--- src/rtl/digit_scanner.sv ---
// rtl/digit_scanner.sv - time-multiplexed 4-digit 7-segment scan driver with blanking and dead time
module digit_scanner #(
    parameter int REFRESH_DIV  = 100000,
    parameter int BLANK_CYCLES = 2000
) (
    input  logic       clk,
    input  logic       rst,
    input  logic       en,
    input  logic [3:0] blank_mask,
    input  logic [3:0] dp_in,
    output logic [3:0] sel,
    output logic [1:0] digit_idx,
    output logic [3:0] an,
    output logic       dp_n,
    output logic       tick
);

    localparam int CW = (REFRESH_DIV > 1) ? $clog2(REFRESH_DIV) : 1;
    localparam logic [CW-1:0] CNT_LAST = CW'(REFRESH_DIV - 1);
    localparam logic [CW-1:0] CNT_BLANK = CW'(BLANK_CYCLES);

    logic [CW-1:0] cnt;
    logic          sel_onehot;
    logic          dark;
    logic          selected_lit;

    // A corrupted select is repaired at the next rotation rather than propagated.
    assign sel_onehot = (sel != 4'b0000) && ((sel & (sel - 4'b0001)) == 4'b0000);

    // Slot prescaler, select rotation and slot-start pulse.
    always_ff @(posedge clk) begin
        if (rst) begin
            cnt  <= '0;
            sel  <= 4'b1000;
            tick <= 1'b0;
        end else if (en) begin
            if (cnt == CNT_LAST) begin
                cnt  <= '0;
                sel  <= sel_onehot ? {sel[0], sel[3:1]} : 4'b1000;
                tick <= 1'b1;
            end else begin
                cnt  <= cnt + 1'b1;
                tick <= 1'b0;
            end
        end else begin
            tick <= 1'b0;
        end
    end

    // Binary index of the active digit.
    always_comb begin
        digit_idx = 2'd0;
        case (sel)
            4'b1000: digit_idx = 2'd3;
            4'b0100: digit_idx = 2'd2;
            4'b0010: digit_idx = 2'd1;
            4'b0001: digit_idx = 2'd0;
            default: digit_idx = 2'd0;
        endcase
    end

    // Anode and decimal-point drive; dead time at slot start hides mux/decoder settling.
    always_comb begin
        dark         = rst | ~en | (cnt < CNT_BLANK);
        an           = dark ? 4'b1111 : ~(sel & ~blank_mask);
        selected_lit = |(~an & sel);
        dp_n         = selected_lit ? ~|(dp_in & sel) : 1'b1;
    end

endmodule

--- config.mk ---
export PLATFORM = sky130hd
export DESIGN_NAME = digit_scanner
export DESIGN_NICKNAME = d
export VERILOG_FILES = /design/src/rtl/digit_scanner.sv
export SDC_FILE = /design/constraint.sdc
export NUM_CORES = 1
export LEC_CHECK = 0
export CORE_AREA = 4 4 56 58
export CTS_BUF_LIST = sky130_fd_sc_hd__clkbuf_4 sky130_fd_sc_hd__clkbuf_8
export DETAILED_ROUTE_END_ITERATION = 8
export DIE_AREA = 0 0 60 62
export GPL_ROUTABILITY_DRIVEN = 0
export PLACE_DENSITY = 0.78
export SLEW_MARGIN = 20
export SYNTH_ARGS = -nofsm -noshare
export SYNTH_HDL_FRONTEND = slang
export SYNTH_SLANG_ARGS = --single-unit
--- constraint.sdc ---
create_clock -name clk -period 6.4 [get_ports clk]
set_clock_uncertainty 0.1 [all_clocks]
set_input_delay 0.64 -clock clk [delete_from_list [all_inputs] [get_ports clk]]
set_output_delay 0.64 -clock clk [all_outputs]
set_load 0.1 [all_outputs]
==> results.md, run 1 <==
- The run finished with clean final reports.
- The number of nets produced by synthesis is 155.
- Setup repair after global routing left no endpoint under its margin.
- The standard cell core area is 0.002663 mm^2.
- The aggregate negative setup slack is 0 ps.
- The maximum buffer depth of the clock tree is 2.
- The clock tree from TritonCTS is built.
- The layout cell share with drive strength beyond 1 is 0.05521.
- The stage delay of the slowest cell on the critical path is 1130 ps.
- The area growth from synthesis to layout is 23.12%.
- Dividing the detail-routed wire length by the instance count gives 12.73 um.
- The class of the most critical hold timing path is register to register.
- Once detailed placement completed, the half-perimeter wirelength came to 1.853 mm.
- The worst setup path is launched from a register.
- The tree is rooted in a sky130_fd_sc_hd__clkbuf_4.
- The H-tree depth is 1.
- For this block, the via count after detailed routing is 1,064.
- The die covers 0.003720 mm^2.
- The fraction of the yosys area taken by sequential cells is 0.3785.
- Pin placement for this block handled 23 I/O pins.
- The number of global-route vias before repair is 1,014.
- For this design, the sink count on the clock tree is 22.
- Synthesis produced a netlist whose cell count is 143.
- The floorplan row count is 19.
- The first-pass iteration count of the detailed router is 4.
- The kind of critical path is register to primary output.
- Of all nets on the critical path, the largest fanout is 5.
- The critical path goes through or4_4, o41a_2, nand2_1, clkdlybuf4s50_1.
- For this design the static power due to leakage is 0.4542 nW.
- In the routed design, unresolved DRC markers number 0.
- The number of failing hold endpoints at the final stage was 0.
- The compound-gate portion of the synthesized area was 0.1086.
- The height of the die is 62 um.
- For the pin with the worst max-slew slack, the measured transition is 975.5 ps.
- The total wire length is 2.469 mm.
- The achievable clock frequency is 275.3 MHz.
- The number of placed cells counting well taps is 190.
- The mapped netlist covers 0.001164 mm^2.
- Of the total synthesized cell area, the portion taken by AND, OR, NAND and NOR gates is 0.3441.
- The worst hold path begins at cnt[15]$_SDFFE_PP0P_.
- The number of clock buffers added by TritonCTS is 3.
- The number of gates resized after cts is 0.
- The later pin in the worst-skew pair is clocked with a latency of 300 ps.
- The buffer and inverter count on the worst path is 1.
- The detail route stage leaves a number of antenna-violating nets equal to 0.
- The number of pins with negative max-slew slack in the final report is 0.
- Setup violations remaining at the end of the flow were counted as 0.
- The pin count of the biggest net entering global routing is 18.
- The global routing usage summed across all routing layers is 0.1517.
- The xor/xnor cell area share of the yosys netlist is 0.1204.
- The adder and majority cell fraction of the synthesized area is 0.01075.
- Port buffering added 22 buffers.
- The number of buffers added for setup after CTS is 0.
- At the worst endpoint, the arrival time is 2890 ps.
- 0 antenna diodes ended up in the layout.
- The cell at the slowest stage of the critical path is sky130_fd_sc_hd__clkdlybuf4s50_1.
- Across the VDD grid, the largest voltage drop is 0.1393 mV.
- The category of cells accounting for the largest share of critical-path delay is buffers and inverters.
- Excluding fillers, the count of instances in the completed layout stands at 194.
- After synthesis, the largest family of logic cells by area is simple AND/OR/NAND/NOR gates.
- The initial utilization of the core area, before any placement, comes to 0.4370.
- STA classifies the critical path endpoint as a primary output.
- The flop and latch count out of synthesis is 22.
- The final-stage net count is 176.
- Synthesis instantiated 31 different standard cells from the library.
- The power density over the cells is 159.0 mW/mm^2.
- The global-route congestion overflow total is 0.
- Measured along the x axis, the die boundary spans 60 um.
- Measured against its own limit, the worst slew margin works out to 0.3476.
- The initial antenna violation count came to 0.
- Of the available clock period, the critical path in the final layout requires 0.5675.
- The startpoint of the lowest-slack register-to-register path is cnt[11]$_SDFFE_PP0P_.
- Yosys printed 0 warnings.
- The tool flagged a number of max-cap violations equal to 0.
- After clock tree synthesis, the flow added hold-fix buffers numbering 0.
- After synthesis, the share of cell area in mux cells is 0.008602.
- The post-layout minimum cycle time is 3632 ps.
- The average instance in the mapped netlist occupies 8.137 um^2.
- After the first detailed-routing iteration, the DRC count stood at 25.
- The first global-routing pass estimated 4.312 mm of wire.
- Tracing the worst setup path back leads to its startpoint at cnt[11]$_SDFFE_PP0P_.
- Clock-pin slew was measured on the worst setup and hold paths at 110 ps.
- The worst endpoint required time is 5660 ps.
- After detailed routing, the number of vias per cell comes to 5.485.
## layout make-up
cell class / instances / area [um^2]
timing repair buffer: 22 / 220.2
fill: 272 / 1230
inverter: 2 / 7.507
sequential: 22 / 440.4
clock buffer: 4 / 36.28
tap: 31 / 38.79
multi-input combinational: 113 / 689.4
## worst register-to-register path, delay by kind of cell, from the launching register on
kind               cells  cell delay (ps)
DFF                    1              370
and+or+nand+nor        3             1650
AOI/OAI and AO/OA      1              180
## layout by cell type (no fill, tap or decap)
cell / netlist / layout
sky130_fd_sc_hd__nand2b_1: 1 / 1
sky130_fd_sc_hd__nand4_1: 5 / 5
sky130_fd_sc_hd__clkbuf_4: 0 / 3
sky130_fd_sc_hd__o41a_2: 1 / 1
sky130_fd_sc_hd__dfxtp_1: 22 / 22
sky130_fd_sc_hd__nor2_1: 18 / 18
sky130_fd_sc_hd__ha_1: 1 / 1
sky130_fd_sc_hd__nor4b_1: 1 / 1
sky130_fd_sc_hd__clkdlybuf4s50_1: 0 / 22
sky130_fd_sc_hd__o31ai_1: 1 / 1
sky130_fd_sc_hd__a31o_1: 1 / 1
sky130_fd_sc_hd__or2_2: 1 / 1
sky130_fd_sc_hd__nor3_1: 5 / 5
sky130_fd_sc_hd__a21o_1: 2 / 2
sky130_fd_sc_hd__a22oi_1: 2 / 2
sky130_fd_sc_hd__nand4bb_1: 1 / 1
sky130_fd_sc_hd__inv_1: 2 / 2
sky130_fd_sc_hd__or3_1: 4 / 4
sky130_fd_sc_hd__mux2i_1: 1 / 1
sky130_fd_sc_hd__clkbuf_8: 0 / 1
sky130_fd_sc_hd__xnor2_1: 12 / 12
sky130_fd_sc_hd__nor4_1: 6 / 6
sky130_fd_sc_hd__a21oi_1: 7 / 7
sky130_fd_sc_hd__o21ai_0: 5 / 5
sky130_fd_sc_hd__nor2b_1: 6 / 6
sky130_fd_sc_hd__o211ai_1: 1 / 1
sky130_fd_sc_hd__nand2_1: 14 / 14
sky130_fd_sc_hd__or4_4: 3 / 3
sky130_fd_sc_hd__xor2_1: 4 / 4
sky130_fd_sc_hd__or4_1: 2 / 2
sky130_fd_sc_hd__nand3_1: 6 / 6
sky130_fd_sc_hd__and3_1: 2 / 2
## registers in the layout, indices dropped and copies added, names as in the netlist
register  count
cnt          17
sel           4
tick          1
## report_power, final
group | switching [mW] | leakage, nW | internal [mW]
registers | 0.00194 | 0.178 | 0.138
clock network | 0.0392 | 0.0210 | 0.0347
logic | 0.00565 | 0.256 | 0.00811
total | 0.0468 | 0.454 | 0.181
## path summary, 6_finish.rpt
kind              cells after the start                    to  slack (ps)
setup / recovery                      4                 an[1]        2770
hold / removal                        2  cnt[15]$_SDFFE_PP0P_         420
setup reg to reg                      4   sel[3]$_SDFFE_PP1P_        4020
hold reg to reg                       2  cnt[15]$_SDFFE_PP0P_         420
## cell usage after synthesis, drive strengths merged
| cell | count | area, um^2 |
|---|---|---|
| dfxtp | 22 | 440.4 |
| nor2 | 18 | 67.56 |
| nand2 | 14 | 52.55 |
| xnor2 | 12 | 105.1 |
| a21oi | 7 | 35.03 |
| nand3 | 6 | 30.03 |
| nor2b | 6 | 37.54 |
| nor4 | 6 | 37.54 |
| nand4 | 5 | 31.28 |
| nor3 | 5 | 25.02 |
| o21ai | 5 | 25.02 |
| or4 | 5 | 48.79 |
| or3 | 4 | 25.02 |
| xor2 | 4 | 35.03 |
| buf | 3 | 15.01 |
| clkbuf | 3 | 11.26 |
| a21o | 2 | 15.01 |
| a22oi | 2 | 15.01 |
| and3 | 2 | 12.51 |
| inv | 2 | 7.510 |
| a31o | 1 | 8.760 |
| ha | 1 | 12.51 |
| mux2i | 1 | 10.01 |
| nand2b | 1 | 6.260 |
| nand4bb | 1 | 11.26 |
| nor4b | 1 | 8.760 |
| o211ai | 1 | 7.510 |
| o31ai | 1 | 7.510 |
| o41a | 1 | 12.51 |
| or2 | 1 | 6.260 |
## layer usage
metal | global-route usage | share of wire | vias to the layer above
met4 | 0.06013 | 0.0081 | 0
met3 | 0.03099 | 0.081 | 2
met1 | 0.1784 | 0.44 | 480
met5 | 0 | 0 | -
li1 | - | - | 548
met2 | 0.2701 | 0.47 | 34
## through the flow
stage / setup slack [ps] / total power, mW / hold WS [ps] / utilization / instance area, um^2
2_1_floorplan: 2248 / 0.1493 / 365.4 / - / 1164
3_3_place_gp: 2912 / 0.1564 / 378.9 / 0.5244 / 1396
3_5_place_dp: 2865 / 0.1570 / 399.4 / 0.5244 / 1396
4_1_cts: 2753 / 0.2308 / 418.5 / 0.5381 / 1433
5_1_grt: 2645 / 0.2402 / 456.8 / 0.5381 / 1433
6_report: 2768 / 0.2278 / 416.5 / 0.5381 / 1433
## cells by family after synthesis
family,count (synthesis)
flip-flops,22
buffers and inverters,8
adder cells (fa/ha/maj),1
XOR/XNOR,16
AO/OA/AOI/OAI,20
AND/OR/NAND/NOR,75
multiplexers,1
No activity file was read; power rests on OpenSTA's default activity.
==> inputs of run 2 (changes only) <==
--- a/config.mk
+++ b/config.mk
@@ -10,7 +10,7 @@
 export DETAILED_ROUTE_END_ITERATION = 8
 export DIE_AREA = 0 0 60 62
 export GPL_ROUTABILITY_DRIVEN = 0
-export PLACE_DENSITY = 0.78
+export PLACE_DENSITY = 0.8
 export SLEW_MARGIN = 20
 export SYNTH_ARGS = -nofsm -noshare
 export SYNTH_HDL_FRONTEND = slang
==> constraint.sdc (replaced) <==
create_clock -name clk -period 3.2 [get_ports clk]
set_clock_uncertainty 0.1 [all_clocks]
set_input_delay 0.32 -clock clk [delete_from_list [all_inputs] [get_ports clk]]
set_output_delay 0.32 -clock clk [all_outputs]
set_load 0.1 [all_outputs]
==> run 2 against run 1 <==
Cell count stayed put. First-iteration DRC count is 24% lower. Die area is the same. Sequential power up 100%. Critical path type unchanged.
==> results.md, run 2 (synthesis gave the netlist of run 1 again) <==
- Status: complete, no violations (unchanged).
- The cell-internal power is 362.2 uW (was 181.1 uW).
- Static timing analysis puts the maximum clock frequency at 402.6 MHz.
- The headroom to the max-slew limit is 0.3536 (was 0.3476).
- The global-route congestion overflow total is 0 (unchanged).
- The final routed DRC violation total is 0 (unchanged).
- The number of global-route vias before repair is 1,057 (was 1,014).
- The routed via count divided by cell count is 5.722 (was 5.485).
- The count of antenna-violating nets left after detailed routing is 0 (unchanged).
- The count of clock tree sinks was 22 (unchanged).
- The first-pass iteration count of the detailed router is 4 (unchanged).
- The total of max-cap violations was 0 (unchanged).
- The post-placement worst setup slack is 568.8 ps (was 2865 ps).
- The H-tree depth is 1 (unchanged).
- The root buffer cell is sky130_fd_sc_hd__clkbuf_4 (unchanged).
- The height of the die was 62 um (unchanged).
- The register share of total power is 0.609 (was 0.615).
- The number of flip-flops in the largest register is 17 (unchanged).
- The total power after layout is 460.2 uW (was 227.8 uW).
- The logic gate share of total power was 0.060 (about the same).
- Biggest regs: cnt x17, sel x4, tick x1 (unchanged).
- The clock-pin slew reported for the worst setup and hold paths after clock tree synthesis is 120 ps (was 110 ps).
- The switching share of power is 0.2128 (was 0.2053).
- The layout cell share with drive strength beyond 1 is 0.1350 (was 0.05521).
- The initial antenna violation count is 0 (unchanged).
- The clock tree from TritonCTS is built (unchanged).
- The number of buffers added on ports is 22 (unchanged).
- The final-stage net count is 176 (unchanged).
- The number of cells traversed by the worst hold path is 2 (unchanged).
- The endpoint kind of the worst setup timing path is a primary output (unchanged).
- For the finished layout, the period the worst path requires is 2484 ps.
- The HPWL after detailed placement is 1.917 mm (was 1.853 mm).
- The length in cells of the worst reg-to-reg path was 4 (unchanged).
- The kind of launch point of the worst setup path is a register (unchanged).
- The routed via count was 1,110 (was 1,064).
- The number of buffers added for setup after CTS is 0 (unchanged).
- The global routing usage summed across all routing layers is 0.1597 (was 0.1517).
- The clock latency on the worst-skew pair was 310 ps (was 300 ps).
- The die extent in x was 60 um (unchanged).
- The number of placed cells counting well taps is 190 (unchanged).
- RSZ-0062 raised after global routing: false (unchanged).
- The number of endpoints failing setup at the final stage is 0 (unchanged).
- The switching power of the nets is 97.95 uW (was 46.77 uW).
- The power density over the cells is 325.2 mW/mm^2 (was 159.0 mW/mm^2).
- Leading cell types in the layout, fill and taps excluded: sky130_fd_sc_hd__dfxtp_1, sky130_fd_sc_hd__nor2_1, sky130_fd_sc_hd__nand2_1 (was sky130_fd_sc_hd__dfxtp_1, sky130_fd_sc_hd__clkdlybuf4s50_1, sky130_fd_sc_hd__nor2_1).
- The most common cell after layout, fill and taps aside is sky130_fd_sc_hd__dfxtp_1.
- The post-layout worst setup margin came to 716.3 ps (was 2768 ps).
- The non-filler instance count after layout was 194 (unchanged).
- The class of the most critical hold timing path is register to register (unchanged).
- The mean routed wirelength per cell is 13.39 um (was 12.73 um).
- The first-pass GRT wire length is 4.560 mm (was 4.312 mm).
- The number of diodes added for antenna fixing was 0 (unchanged).
- The kind of critical path was register to primary output (unchanged).
- The register with the most flip-flops was cnt (unchanged).
- The maximum fanout count along the critical path is 5 (unchanged).
- The pin slew with the least headroom to its limit is 966.6 ps (was 975.5 ps).
- The count of boundary I/O pins is 23 (unchanged).
- The relative contribution of the clock network to total power is 0.331 (was 0.324).
- The maximum buffer depth of the clock tree is 2 (unchanged).
- The worst endpoint required time is 2780 ps (was 5660 ps).
- The clock buffer count from CTS came to 3 (unchanged).
- The arrival time at the worst endpoint came to 2060 ps (was 2890 ps).
- The aggregate negative setup slack is 0 ps (unchanged).
- The layout-stage area growth over the synthesis result is 21.61% (was 23.12%).
- The standard cell core area is 0.002663 mm^2 (unchanged).
- The number of failing hold endpoints at the final stage was 0 (unchanged).
- The pin count of the biggest net entering global routing was 18 (unchanged).
- The floorplan row count is 19 (unchanged).
- The number of pins with negative max-slew slack in the final report came to 0 (unchanged).
- The maximum VDD drop was 0.2486 mV (was 0.1393 mV).
- The number of buffers inserted by hold repair at cts is 0 (unchanged).
- The final critical-path share of the clock period is 0.7762.
- The die area is 0.003720 mm^2 (unchanged).
- The detailed router's first-iteration violation count was 19 (was 25).
- The number of gates resized after cts is 0 (unchanged).
- The total wire length is 2.598 mm (was 2.469 mm).
- The starting utilization of the core area is 0.4370 (unchanged).
- The leakage component of the power came to 0.4602 nW (was 0.4542 nW).
-- run 2: power by group through the flow --
| stage | clock (mW) | sequential (mW) | combinational [mW] |
|---|---|---|---|
| 6_report | 0.152 | 0.280 | 0.0278 |
| 5_1_grt | 0.168 | 0.281 | 0.0305 |
| 4_1_cts | 0.158 | 0.280 | 0.0280 |
| 3_5_place_dp | 0 | 0.286 | 0.0278 |
| 3_3_place_gp | 0 | 0.286 | 0.0270 |
| 2_1_floorplan | 0 | 0.285 | 0.0132 |
-- run 2: path summary, 6_finish.rpt --
| check | startpoint | endpoint | slack, ps |
|---|---|---|---|
| setup / recovery | cnt[11]$_SDFFE_PP0P_ | an[0] | 720 |
| hold / removal | cnt[15]$_SDFFE_PP0P_ | cnt[15]$_SDFFE_PP0P_ | 430 |
| setup reg to reg | cnt[11]$_SDFFE_PP0P_ | cnt[12]$_SDFFE_PP0P_ | 760 |
| hold reg to reg | cnt[15]$_SDFFE_PP0P_ | cnt[15]$_SDFFE_PP0P_ | 430 |
-- run 2: final cells by class --
class / instances / area, um^2
fillers: 245 / 1247
multi-input cells: 113 / 699.4
clock buffers: 4 / 36.28
inverters: 2 / 7.507
flip-flops and latches: 22 / 440.4
repair buffers: 22 / 192.7
well taps: 31 / 38.79
-- run 2: per-stage QoR --
step	hold WS [ps]	utilization	instance area [um^2]
2_1_floorplan	289.1	-	1174
3_3_place_gp	384.8	0.5179	1379
3_5_place_dp	398.1	0.5179	1379
4_1_cts	430.8	0.5315	1415
5_1_grt	468.1	0.5315	1415
6_report	433.0	0.5315	1415
-- run 2: worst max-delay path, stage by stage (launching register included) --
cell	delay, ps
sky130_fd_sc_hd__dfxtp_1	380
sky130_fd_sc_hd__or4_4	560
sky130_fd_sc_hd__o41a_2	450
sky130_fd_sc_hd__nand2_1	80
sky130_fd_sc_hd__buf_4	280
-- run 2: metal layers --
layer  wire, um  part of all wire  up-vias  track usage
met1       1060              0.41      511       0.1815
li1           -                 -      549            -
met3        220             0.085        9      0.02686
met2       1247              0.48       41       0.2824
met4         70             0.027        0      0.09177
met5          0                 0        -            0
